$ cat src/rtl/sr_bank_pkg.sv
// Shared types and next-state helper for the clocked set/reset register bank.
// A request pair is packed as {s, r}; the S=R=1 resolution is a compile-time mode.
package sr_bank_pkg;

    typedef enum logic [1:0] {
        SR_HOLD    = 2'd0,
        SR_SET_DOM = 2'd1,
        SR_RST_DOM = 2'd2,
        SR_TOGGLE  = 2'd3
    } sr_mode_e;

    typedef logic [1:0] sr_pair_t;

    localparam sr_pair_t SR_PAIR_NONE = 2'b00;
    localparam sr_pair_t SR_PAIR_RST  = 2'b01;
    localparam sr_pair_t SR_PAIR_SET  = 2'b10;
    localparam sr_pair_t SR_PAIR_BOTH = 2'b11;

    function automatic logic sr_next_q(input sr_pair_t pair, input logic q, input sr_mode_e mode);
        logic nq;
        nq = q;
        case (pair)
            SR_PAIR_SET: nq = 1'b1;
            SR_PAIR_RST: nq = 1'b0;
            SR_PAIR_BOTH: begin
                case (mode)
                    SR_SET_DOM: nq = 1'b1;
                    SR_RST_DOM: nq = 1'b0;
                    SR_TOGGLE:  nq = ~q;
                    default:    nq = q;
                endcase
            end
            default: nq = q;
        endcase
        return nq;
    endfunction

endpackage

$ cat src/rtl/sr_chan.sv
// One channel of the register bank: input stability filter plus the stored bit.
// A pair acts only once it has been sampled identically on FILT+1 consecutive edges.
module sr_chan
    import sr_bank_pkg::*;
#(
    parameter int   FILT = 2,
    parameter int   MODE = 0,
    parameter logic INIT = 1'b0
)(
    input  logic clk,
    input  logic rst,
    input  logic s_i,
    input  logic r_i,
    output logic q_o,
    output logic qc_o,
    output logic conflict_d_o,
    output logic conflict_o
);

    localparam int                STAB_W    = (FILT > 0) ? $clog2(FILT + 1) : 1;
    localparam logic [STAB_W-1:0] STAB_FULL = STAB_W'(FILT);
    localparam sr_mode_e          MODE_E    = sr_mode_e'(MODE[1:0]);

    sr_pair_t          pair_now;
    sr_pair_t          pair_q;
    sr_pair_t          act;
    logic [STAB_W-1:0] stab_q;
    logic [STAB_W-1:0] stab_d;
    logic              qualified;
    logic              q_q;
    logic              q_d;
    logic              qc_q;
    logic              conflict_q;

    assign pair_now = {s_i, r_i};

    // stab counts how many earlier edges matched the current sample; with FILT=0
    // it is pinned at zero, so every sample qualifies.
    always_comb begin
        stab_d = '0;
        if (pair_now == pair_q) begin
            if (stab_q != STAB_FULL) begin
                stab_d = stab_q + STAB_W'(1);
            end else begin
                stab_d = stab_q;
            end
        end
        qualified    = (stab_d == STAB_FULL);
        act          = qualified ? pair_now : SR_PAIR_NONE;
        q_d          = sr_next_q(act, q_q, MODE_E);
        conflict_d_o = (act == SR_PAIR_BOTH);
    end

    always_ff @(posedge clk) begin
        if (rst) begin
            pair_q     <= SR_PAIR_NONE;
            stab_q     <= '0;
            q_q        <= INIT;
            qc_q       <= ~INIT;
            conflict_q <= 1'b0;
        end else begin
            pair_q     <= pair_now;
            stab_q     <= stab_d;
            q_q        <= q_d;
            qc_q       <= ~q_d;
            conflict_q <= conflict_d_o;
        end
    end

    assign q_o        = q_q;
    assign qc_o       = qc_q;
    assign conflict_o = conflict_q;

endmodule

$ cat src/rtl/sr_reg_bank.sv
// Multi-channel clocked set/reset register bank with filtered inputs,
// per-channel conflict pulses, a sticky error flag and a saturating conflict counter.
module sr_reg_bank
    import sr_bank_pkg::*;
#(
    parameter int            CH    = 4,
    parameter int            FILT  = 2,
    parameter int            MODE  = 0,
    parameter int            CNT_W = 8,
    parameter logic [CH-1:0] INIT  = '0
)(
    input  logic             clk,
    input  logic             rst,
    input  logic [CH-1:0]    s,
    input  logic [CH-1:0]    r,
    input  logic             clr_err,
    output logic [CH-1:0]    q,
    output logic [CH-1:0]    qc,
    output logic [CH-1:0]    conflict,
    output logic             err_sticky,
    output logic [CNT_W-1:0] conflict_cnt
);

    localparam logic [CNT_W-1:0] CNT_MAX = '1;

    if (MODE < 0 || MODE > 3) begin : g_bad_mode
        $error("sr_reg_bank: MODE must be 0..3");
    end
    if (FILT < 0) begin : g_bad_filt
        $error("sr_reg_bank: FILT must be >= 0");
    end
    if (CH < 1 || CNT_W < 1) begin : g_bad_size
        $error("sr_reg_bank: CH and CNT_W must be >= 1");
    end

    logic [CH-1:0] conflict_d;
    logic          any_conflict;
    logic          err_q;
    logic          err_d;
    logic [CNT_W-1:0] cnt_q;
    logic [CNT_W-1:0] cnt_d;

    for (genvar gi = 0; gi < CH; gi++) begin : g_chan
        sr_chan #(
            .FILT (FILT),
            .MODE (MODE),
            .INIT (INIT[gi])
        ) u_chan (
            .clk          (clk),
            .rst          (rst),
            .s_i          (s[gi]),
            .r_i          (r[gi]),
            .q_o          (q[gi]),
            .qc_o         (qc[gi]),
            .conflict_d_o (conflict_d[gi]),
            .conflict_o   (conflict[gi])
        );
    end

    assign any_conflict = |conflict_d;

    // A conflict on the same edge as clr_err wins: the flag stays set and the
    // counter restarts at one rather than zero.
    always_comb begin
        err_d = err_q;
        cnt_d = cnt_q;
        if (clr_err) begin
            err_d = 1'b0;
            cnt_d = '0;
        end
        if (any_conflict) begin
            err_d = 1'b1;
            if (clr_err) begin
                cnt_d = CNT_W'(1);
            end else if (cnt_q != CNT_MAX) begin
                cnt_d = cnt_q + CNT_W'(1);
            end
        end
    end

    always_ff @(posedge clk) begin
        if (rst) begin
            err_q <= 1'b0;
            cnt_q <= '0;
        end else begin
            err_q <= err_d;
            cnt_q <= cnt_d;
        end
    end

    assign err_sticky   = err_q;
    assign conflict_cnt = cnt_q;

endmodule
$ cat config.mk
export PLATFORM = sky130hd
export DESIGN_NAME = sr_reg_bank
export DESIGN_NICKNAME = d
export VERILOG_FILES = /design/src/rtl/sr_bank_pkg.sv /design/src/rtl/sr_chan.sv /design/src/rtl/sr_reg_bank.sv
export SDC_FILE = /design/constraint.sdc
export NUM_CORES = 1
export LEC_CHECK = 0
export CAP_MARGIN = 10
export CORE_ASPECT_RATIO = 0.7
export CORE_MARGIN = 2
export CORE_UTILIZATION = 50
export DETAILED_ROUTE_END_ITERATION = 6
export HOLD_SLACK_MARGIN = 0.15
export PLACE_DENSITY = 0.79
export SYNTH_ARGS = -nofsm -noshare
export SYNTH_HDL_FRONTEND = slang
export SYNTH_SLANG_ARGS = --single-unit
$ cat constraint.sdc
create_clock -name clk -period 2.85 [get_ports clk]
set_input_delay 0.57 -clock clk [delete_from_list [all_inputs] [get_ports clk]]
set_output_delay 0.57 -clock clk [all_outputs]
set_load 0.05 [all_outputs]
Word-level counts from Yosys, hierarchy flattened. Cells that the tools add are included.

Register bits after elaboration: 37. Output and inout port bits: 21.

Add/subtract/negate cells: 5. Eq/ne operators: 25. Muxes and demuxes: 22. Bitwise operators: 4. Reduce and logical (&&, ||, !) cells: 2.

Operator list (number): $mux 8 (4); $eq 2x2->1 const B (12); $mux 2 (12); $add 2x1->2 const B (4); $add 8x1->8 const B (1); $eq 2x1->1 const B (4); $eq 2x2->1 (4); $ne 2x2->1 const B (4); $ne 8x8->1 const B (1); $pmux 1 s2 (4); $not 1->1 (4); $reduce_or 4->1 (1); $mux 1 (2); $reduce_bool 2->1 (1).

Longest topological paths before layout. Gate-level depths: netlist (run 1).

Word-level depth: 8. Mapped depth: 11. Mapped depth without buffers: 11.

Cells and area by module. From an unflattened synthesis (run 1), not the netlist that was laid out.

Cell total of the unflattened synthesis: 178. Area, all modules: 1691.6 µm².

By module, submodules not included: sr_chan (instances 4, cells an instance 31, area each 310.3 µm², sequential area each 140.1 µm²); sr_reg_bank (instances 1, cells an instance 54, area each 450.4 µm², sequential area each 180.2 µm²).

Least setup slack after synthesis (run 1). OpenSTA, ideal clock, no wires.

Path kind: input -> register. From: input port s[0]. To: register cnt_q[6] (netlist: conflict_cnt[6]). Arrival time: 2109 ps. Slack: 655 ps. Stages on the path: 8. Path buffers: 0. Cells stage by stage: xor2_1 nor2_1 and3_1 ha_1 or4_4 nand4_1 nor3_1 a211oi_1.

Longest elaborated chain between the ends: 7.

RTL lines: start: declaration (line sr_reg_bank.sv:14) `input logic [CH-1:0] s,`; $eq 2x2->1 (line sr_chan.sv:41) `if (pair_now == pair_q) begin`; $mux 2 (line sr_chan.sv:41); $eq 2x2->1 (line sr_chan.sv:48) `qualified = (stab_d == STAB_FULL);`; $mux 2 (*) (line sr_chan.sv:49) `act = qualified ? pair_now : SR_PAIR_NONE;`; $eq 2x2->1 (*) (line sr_chan.sv:51) `conflict_d_o = (act == SR_PAIR_BOTH);`; named net g_chan[0].u_chan.conflict_d_o (line sr_chan.sv:16) `output logic conflict_d_o,`; $reduce_or 4->1 (*) (line sr_reg_bank.sv:60) `assign any_conflict = |conflict_d;`; $mux 8 (*) (line sr_reg_bank.sv:71) `if (any_conflict) begin`; end signal: assignment (line sr_reg_bank.sv:87) `cnt_q <= cnt_d;`; end: declaration (line sr_reg_bank.sv:40) `logic [CNT_W-1:0] cnt_q;`.

Mark *: on every way through the listed nets, which the timed path passes. The rest lies on a longest branch. A chain may end at the register's enable or synchronous reset.

Worst setup path in the final report (run 1).
From: input port s[0]. To: register cnt_q[3] (netlist: conflict_cnt[3]).

The elaborated chain is that of the path after synthesis.

==> flow_summary.toml, run 1 <==
[yosys]
ys_warn_count = 0
yosysUniqueCellTypes = 30
synth_top_area_share_pct = 44.11
ys_seq_elements = 37
synth.largest_area_cell = "dfxtp_1"
avgSynthCellArea_um2 = 9.433
yosys-top-cells-area = "dfxtp_1 44%, ha_1 9.7%, buf_4 5.4%"
syn_inst = 178
syn-cell-area_mm2 = 0.001679
synth_seq_area_share_pct = 44.11
syn_nets = 202

[floorplan]
die_h_um = 52.49
core_mm2 = 0.003169
die_width_um = 73.27
start_util_pct = 52.98
row_count = 17
pin_count = 32
die_area_mm2 = 0.003845

[clocking]
clk_path_buf_depth = 2
h-tree-depth = 2
root_buffer = "clkbuf_8"
postCtsSetupRepairBufs = 0
post_cts_resized = 0
tritoncts = "yes"
numClockSinks = 37
cts_hold_buf = 0
clkTransAtPathRegs_ns = 0.07
clkLatencyLatePin_ns = 0.29
cts-buffers-inserted = 5

[worst_hold_path]
hold-path-cell-count = 2
worstHoldStart = "err_sticky"
hold_class = "reg -> reg"
whs_endpoint = "err_sticky"

[sta]
finClkSkew_ns = 0.007059
max_freq_ghz = 0.3922
relSlewSlack_pct = 66.24
finalHoldViolCount = 0
worstMarginPinSlew_ns = 0.5048
setup_viol_count_final = 0
rsz0062_at_grt = "no"
post-route-period-util_pct = 89.45
finalSetupTns_ns = 0
period_needed_ns = 2.549
slew_viol_final = 0

[cells_and_area]
final_area_mm2 = 0.002052
n_fill_cell = 261
antennaDiodeCount = 0
finalNonFillerCells = 242
fin_nets = 227
syn2layout_area_growth_pct = 22.21
drive_gt1_share_pct = 6.863

[placed_design]
dpl.hpwl_um = 2185
place.gp.congestion = 0.8039
place_area_mm2 = 0.001951
portBuffers = 31
place_inst = 234

[route]
drt_iter0_markers = 42
drc = 0
wl_per_cell_um = 11.93
vias = 1187
vias_per_cell = 4.905
drtAntennaViolNets = 0
drt-total-wl_um = 2888
drt_pre_antenna_iters = 4

[power_and_ir_drop]
swShare_pct = 21.91
seqPwrFrac_pct = 53.5
powerDensity_mw_per_mm2 = 486.9
irDropWorstVdd_v = 0.0003174
p_leak_nw = 0.8723
power_frac_clock_pct = 39.8
total_power_uw = 999.2
combPwrFrac_pct = 6.7
netSwitchingPower_uw = 218.9
p_int_uw = 780.3

[critical_path]
required_ns = 3.02
worst-setup-path-type = "in -> reg"
worstPathMaxFanout = 5
crit_start = "s[0]"
start_kind = "input port"
crit_path_max_incr_delay_ns = 0.57
timing.rr.end = "conflict_cnt[3]"
rr_worst_depth = 10
crit_chain = "clkdlybuf4s50_1 -> xor2_1 -> nor2_1 -> and3_1 -> ha_1 -> or4_4 -> o211ai_2 -> xor2_1 -> nor2_1"
crit_buf_inv = 1
crit_slowest_cell = "or4_4"
arrival_ns = 2.72
crit_family = "simple AND/OR/NAND/NOR gates"
end_kind = "register"
r2r_slack_ns = 0.59
r2r_start = "g_chan[0].u_chan.stab_q[0]"

[grt]
grt_pass1_vias = 1164
grt_overflow = 0
grt_antenna_before_repair = 0
grt_pass1_wl_um = 4857
grt_start_max_net_pins = 24
grtUsageTotal_pct = 17.52

[status]
outcome = "finished clean"

[run]
drv_cap = 0
==> state kept, by name, summed over array words and instances (netlist names) <==
signal	flops
conflict_cnt	8
g_chan.u_chan.pair_q	8
g_chan.u_chan.stab_q	8
g_chan.u_chan.conflict_o	4
g_chan.u_chan.q_o	4
g_chan.u_chan.qc_o	4
err_sticky	1
==> through the flow <==
step	hold slack [ns]	setup slack, ns	utilization (%)
after floorplan	0.5001	0.6553	-
after global placement	0.4711	0.07210	61.55
after detailed placement	0.4742	-0.002957	61.55
after CTS	0.4850	0.3021	64.75
after global routing	0.5170	0.1777	64.75
final	0.4804	0.3005	64.75
==> power groups by stage <==
| stage | Sequential, mW | Clock (mW) | Combinational [mW] |
|---|---|---|---|
| 2_1_floorplan | 0.547 | 0 | 0.0358 |
| 3_5_place_dp | 0.547 | 0 | 0.0664 |
| 4_1_cts | 0.535 | 0.410 | 0.0671 |
| 6_report | 0.535 | 0.398 | 0.0668 |
| 3_3_place_gp | 0.545 | 0 | 0.0628 |
| 5_1_grt | 0.536 | 0.428 | 0.0751 |
==> worst max-delay path by stage <==
| stage | slack, ns | endpoint | cells after the start |
|---|---|---|---|
| after floorplan | 0.66 | conflict_cnt[6] | 8 |
| after global placement | 0.07 | conflict_cnt[1] | 9 |
| after detailed placement | -0.003 | conflict_cnt[1] | 9 |
| after CTS | 0.30 | conflict_cnt[3] | 9 |
| after global routing | 0.18 | conflict_cnt[3] | 9 |
| final | 0.30 | conflict_cnt[3] | 9 |
==> cells in the final DEF (no fill, tap or decap), types with 6 or more instances in the layout <==
cell / Yosys / final
and2_1: 8 / 8
clkbuf_8: 0 / 7
clkdlybuf4s50_1: 0 / 31
dfxtp_1: 37 / 37
ha_1: 13 / 13
inv_1: 17 / 17
nand2_1: 6 / 6
nor2_1: 12 / 12
nor2b_1: 12 / 12
nor3_1: 9 / 9
xor2_1: 10 / 10
==> worst min-delay path: stages, from the launching register on <==
cell,delay (ns)
dfxtp_1,0.31
nand2b_1,0.06
a21oi_1,0.06
==> Yosys cell counts (all sizes together) <==
master / number
nand2: 6
and2: 8
mux2i: 5
buf: 12
ha: 13
o211ai: 3
nand4: 2
or3: 2
nor3: 9
clkbuf: 3
xor2: 10
inv: 17
nand3: 5
or2: 1
nand2b: 5
xnor2: 1
dfxtp: 37
nor4: 1
o21ai: 3
or4: 2
a21oi: 4
nor2: 12
o21a: 1
and3: 3
nor2b: 12
a211oi: 1
==> layout make-up <==
cell class,count,area [um2],share of cell area [%]
multi-input cells,109,773.2,37.68
clock inverters,1,5.005,0.2439
repair buffers,33,325.3,15.85
flip-flops and latches,37,740.7,36.10
inverters,17,63.81,3.110
clock buffers,7,96.34,4.695
well taps,38,47.55,2.317
==> cell families after synthesis <==
logic type | count (synthesis) | synth area share, %
flip-flops | 37 | 44.11
XOR/XNOR | 11 | 5.738
multiplexers | 5 | 2.981
AO/OA/AOI/OAI | 12 | 5.291
adder cells (fa/ha/maj) | 13 | 9.687
AND/OR/NAND/NOR | 68 | 22.35
buffers and inverters | 32 | 9.836
==> layer usage <==
metal	vias up	wire length, um	global-route usage, %	share of wire [%]
met5	-	0	0	0
met4	0	67	10.19	2.3
met3	7	106	5.769	3.7
li1	617	-	-	-
met2	20	1421	30.18	49
met1	543	1293	18.88	45
Power figures use the tool's default switching activity.
==> run 2, diff against run 1 <==
--- a/config.mk
+++ b/config.mk
@@ -9,7 +9,9 @@
 export CORE_ASPECT_RATIO = 0.7
 export CORE_MARGIN = 2
 export CORE_UTILIZATION = 50
+export CTS_BUF_LIST = sky130_fd_sc_hd__clkbuf_16
 export DETAILED_ROUTE_END_ITERATION = 6
+export GPL_TIMING_DRIVEN = 0
 export HOLD_SLACK_MARGIN = 0.15
 export PLACE_DENSITY = 0.79
 export SYNTH_ARGS = -nofsm -noshare
==> flow_summary.toml, run 2 (synthesis gave the netlist of run 1 again) <==
[route]
drc = 0
wl_per_cell_um = 11.78
vias = 1233
drt-total-wl_um = 3004
vias_per_cell = 4.835
drtAntennaViolNets = 0
drt_pre_antenna_iters = 4
drt_iter0_markers = 46

[status]
outcome = "finished clean"

[placed_design]
dpl.hpwl_um = 2321
portBuffers = 31
place_area_mm2 = 0.002037
place_inst = 247
place.gp.congestion = 0.8089

[floorplan]
row_count = 17
pin_count = 32
die_area_mm2 = 0.003845
start_util_pct = 52.98
core_mm2 = 0.003169
die_h_um = 52.49
die_width_um = 73.27

[grt]
grt_pass1_vias = 1216
grt_overflow = 0
grt_pass1_wl_um = 5195
grt_antenna_before_repair = 0
grt_start_max_net_pins = 12
grtUsageTotal_pct = 18.18

[cells_and_area]
n_fill_cell = 235
final_area_mm2 = 0.002200
final_cell_mix = "37 x dfxtp_1, 31 x clkdlybuf4s50_1, 18 x inv_1"
mostFrequentLayoutCell = "dfxtp_1"
fin_nets = 240
final_core_util_pct = 69.40
antennaDiodeCount = 0
finalNonFillerCells = 255
syn2layout_area_growth_pct = 31.00
drive_gt1_share_pct = 10.14

[power_and_ir_drop]
powerDensity_mw_per_mm2 = 543.0
irDropWorstVdd_v = 0.0003820
p_leak_nw = 0.9542

[critical_path]
start_kind = "input port"
end_kind = "register"
rr_worst_depth = 11
worst-setup-path-type = "in -> reg"
r2r_slack_ns = 0.56
endpoint = "conflict_cnt[3]"
crit_start = "s[0]"
worstPathMaxFanout = 5
r2r_start = "g_chan[1].u_chan.stab_q[0]"
required_ns = 3.00
timing.rr.end = "conflict_cnt[3]"
arrival_ns = 2.71

[sta]
rsz0062_at_grt = "no"
finClkSkew_ns = 0.001516
relSlewSlack_pct = 65.13
max_freq_ghz = 0.3902
slew_viol_final = 0
post-route-period-util_pct = 89.92
finalSetupTns_ns = 0
whs_ns = 0.4796
setup_viol_count_final = 0
worstMarginPinSlew_ns = 0.5214
period_needed_ns = 2.563
finalHoldViolCount = 0

[worst_hold_path]
hold_class = "reg -> reg"
hold-path-cell-count = 2

[clocking]
tritoncts = "yes"
cts-buffers-inserted = 5
clkTransAtPathRegs_ns = 0.05
h-tree-depth = 2
clk_path_buf_depth = 2
clkLatencyLatePin_ns = 0.27
post_cts_resized = 0
cts_hold_buf = 0
numClockSinks = 37
postCtsSetupRepairBufs = 0
root_buffer = "clkbuf_16"

[run]
drv_cap = 0
run 2: layout make-up:
class	count	area (um2)	area share, %
Buffer	15	101.3	4.607
Timing Repair Buffer	31	310.3	14.11
Multi-Input combinational cell	109	773.2	35.15
Tap cell	38	47.55	2.162
Clock inverter	3	37.54	1.706
Inverter	17	63.81	2.901
Sequential cell	37	740.7	33.67
Clock buffer	5	125.1	5.688
run 2: metrics by stage:
| stage | setup WS, ns | power (mW) |
|---|---|---|
| final | 0.2873 | 1.194 |
| after floorplan | 0.6553 | 0.5832 |
| after CTS | 0.2958 | 1.202 |
| after global routing | 0.1619 | 1.236 |
| after detailed placement | 0.007712 | 0.6134 |
| after global placement | 0.05105 | 0.6088 |
run 2: how the worst min path moves through the flow:
stage                         startpoint              endpoint  slack [ns]
floorplan           g_chan[0].u_chan.q_o  g_chan[0].u_chan.q_o        0.50
global placement              err_sticky            err_sticky        0.47
finish                        err_sticky            err_sticky        0.48
global route                  err_sticky            err_sticky        0.51
detailed placement            err_sticky            err_sticky        0.48
CTS                           err_sticky            err_sticky        0.49
run 2: metal layers:
metal	up-vias	part of all wire (%)	routed length, um	GRT usage [%]
met1	552	45	1360	20.19
met2	29	49	1467	32.43
met4	0	1.2	37	7.407
met5	-	0	0	0
li1	647	-	-	-
met3	5	4.6	138	5.577
run 2: critical path: stages:
cell and delay [ns]:
clkdlybuf4s50_1 0.51, xor2_1 0.19, nor2_1 0.07, and3_1 0.19, ha_1 0.23, or4_4 0.57, o211ai_2 0.14, xor2_1 0.18
nor2_1 0.06
run 2: power breakdown:
group | switching (mW) | internal [mW]
Clock | 0.186 | 0.405
Sequential | 0.00644 | 0.530
Combinational | 0.0338 | 0.0332
Total | 0.226 | 0.968
==> run 3, diff against run 2 <==
--- a/config.mk
+++ b/config.mk
@@ -5,14 +5,16 @@
 export SDC_FILE = /design/constraint.sdc
 export NUM_CORES = 1
 export LEC_CHECK = 0
+export ABC_CLOCK_PERIOD_IN_PS = 2850
 export CAP_MARGIN = 10
 export CORE_ASPECT_RATIO = 0.7
 export CORE_MARGIN = 2
 export CORE_UTILIZATION = 50
 export CTS_BUF_LIST = sky130_fd_sc_hd__clkbuf_16
+export CTS_CLUSTER_SIZE = 10
 export DETAILED_ROUTE_END_ITERATION = 6
 export GPL_TIMING_DRIVEN = 0
-export HOLD_SLACK_MARGIN = 0.15
+export HOLD_SLACK_MARGIN = 0.03
 export PLACE_DENSITY = 0.79
 export SYNTH_ARGS = -nofsm -noshare
 export SYNTH_HDL_FRONTEND = slang
==> results of run 3 <==
Final layout, timing and power as in run 2 (identical DEF).
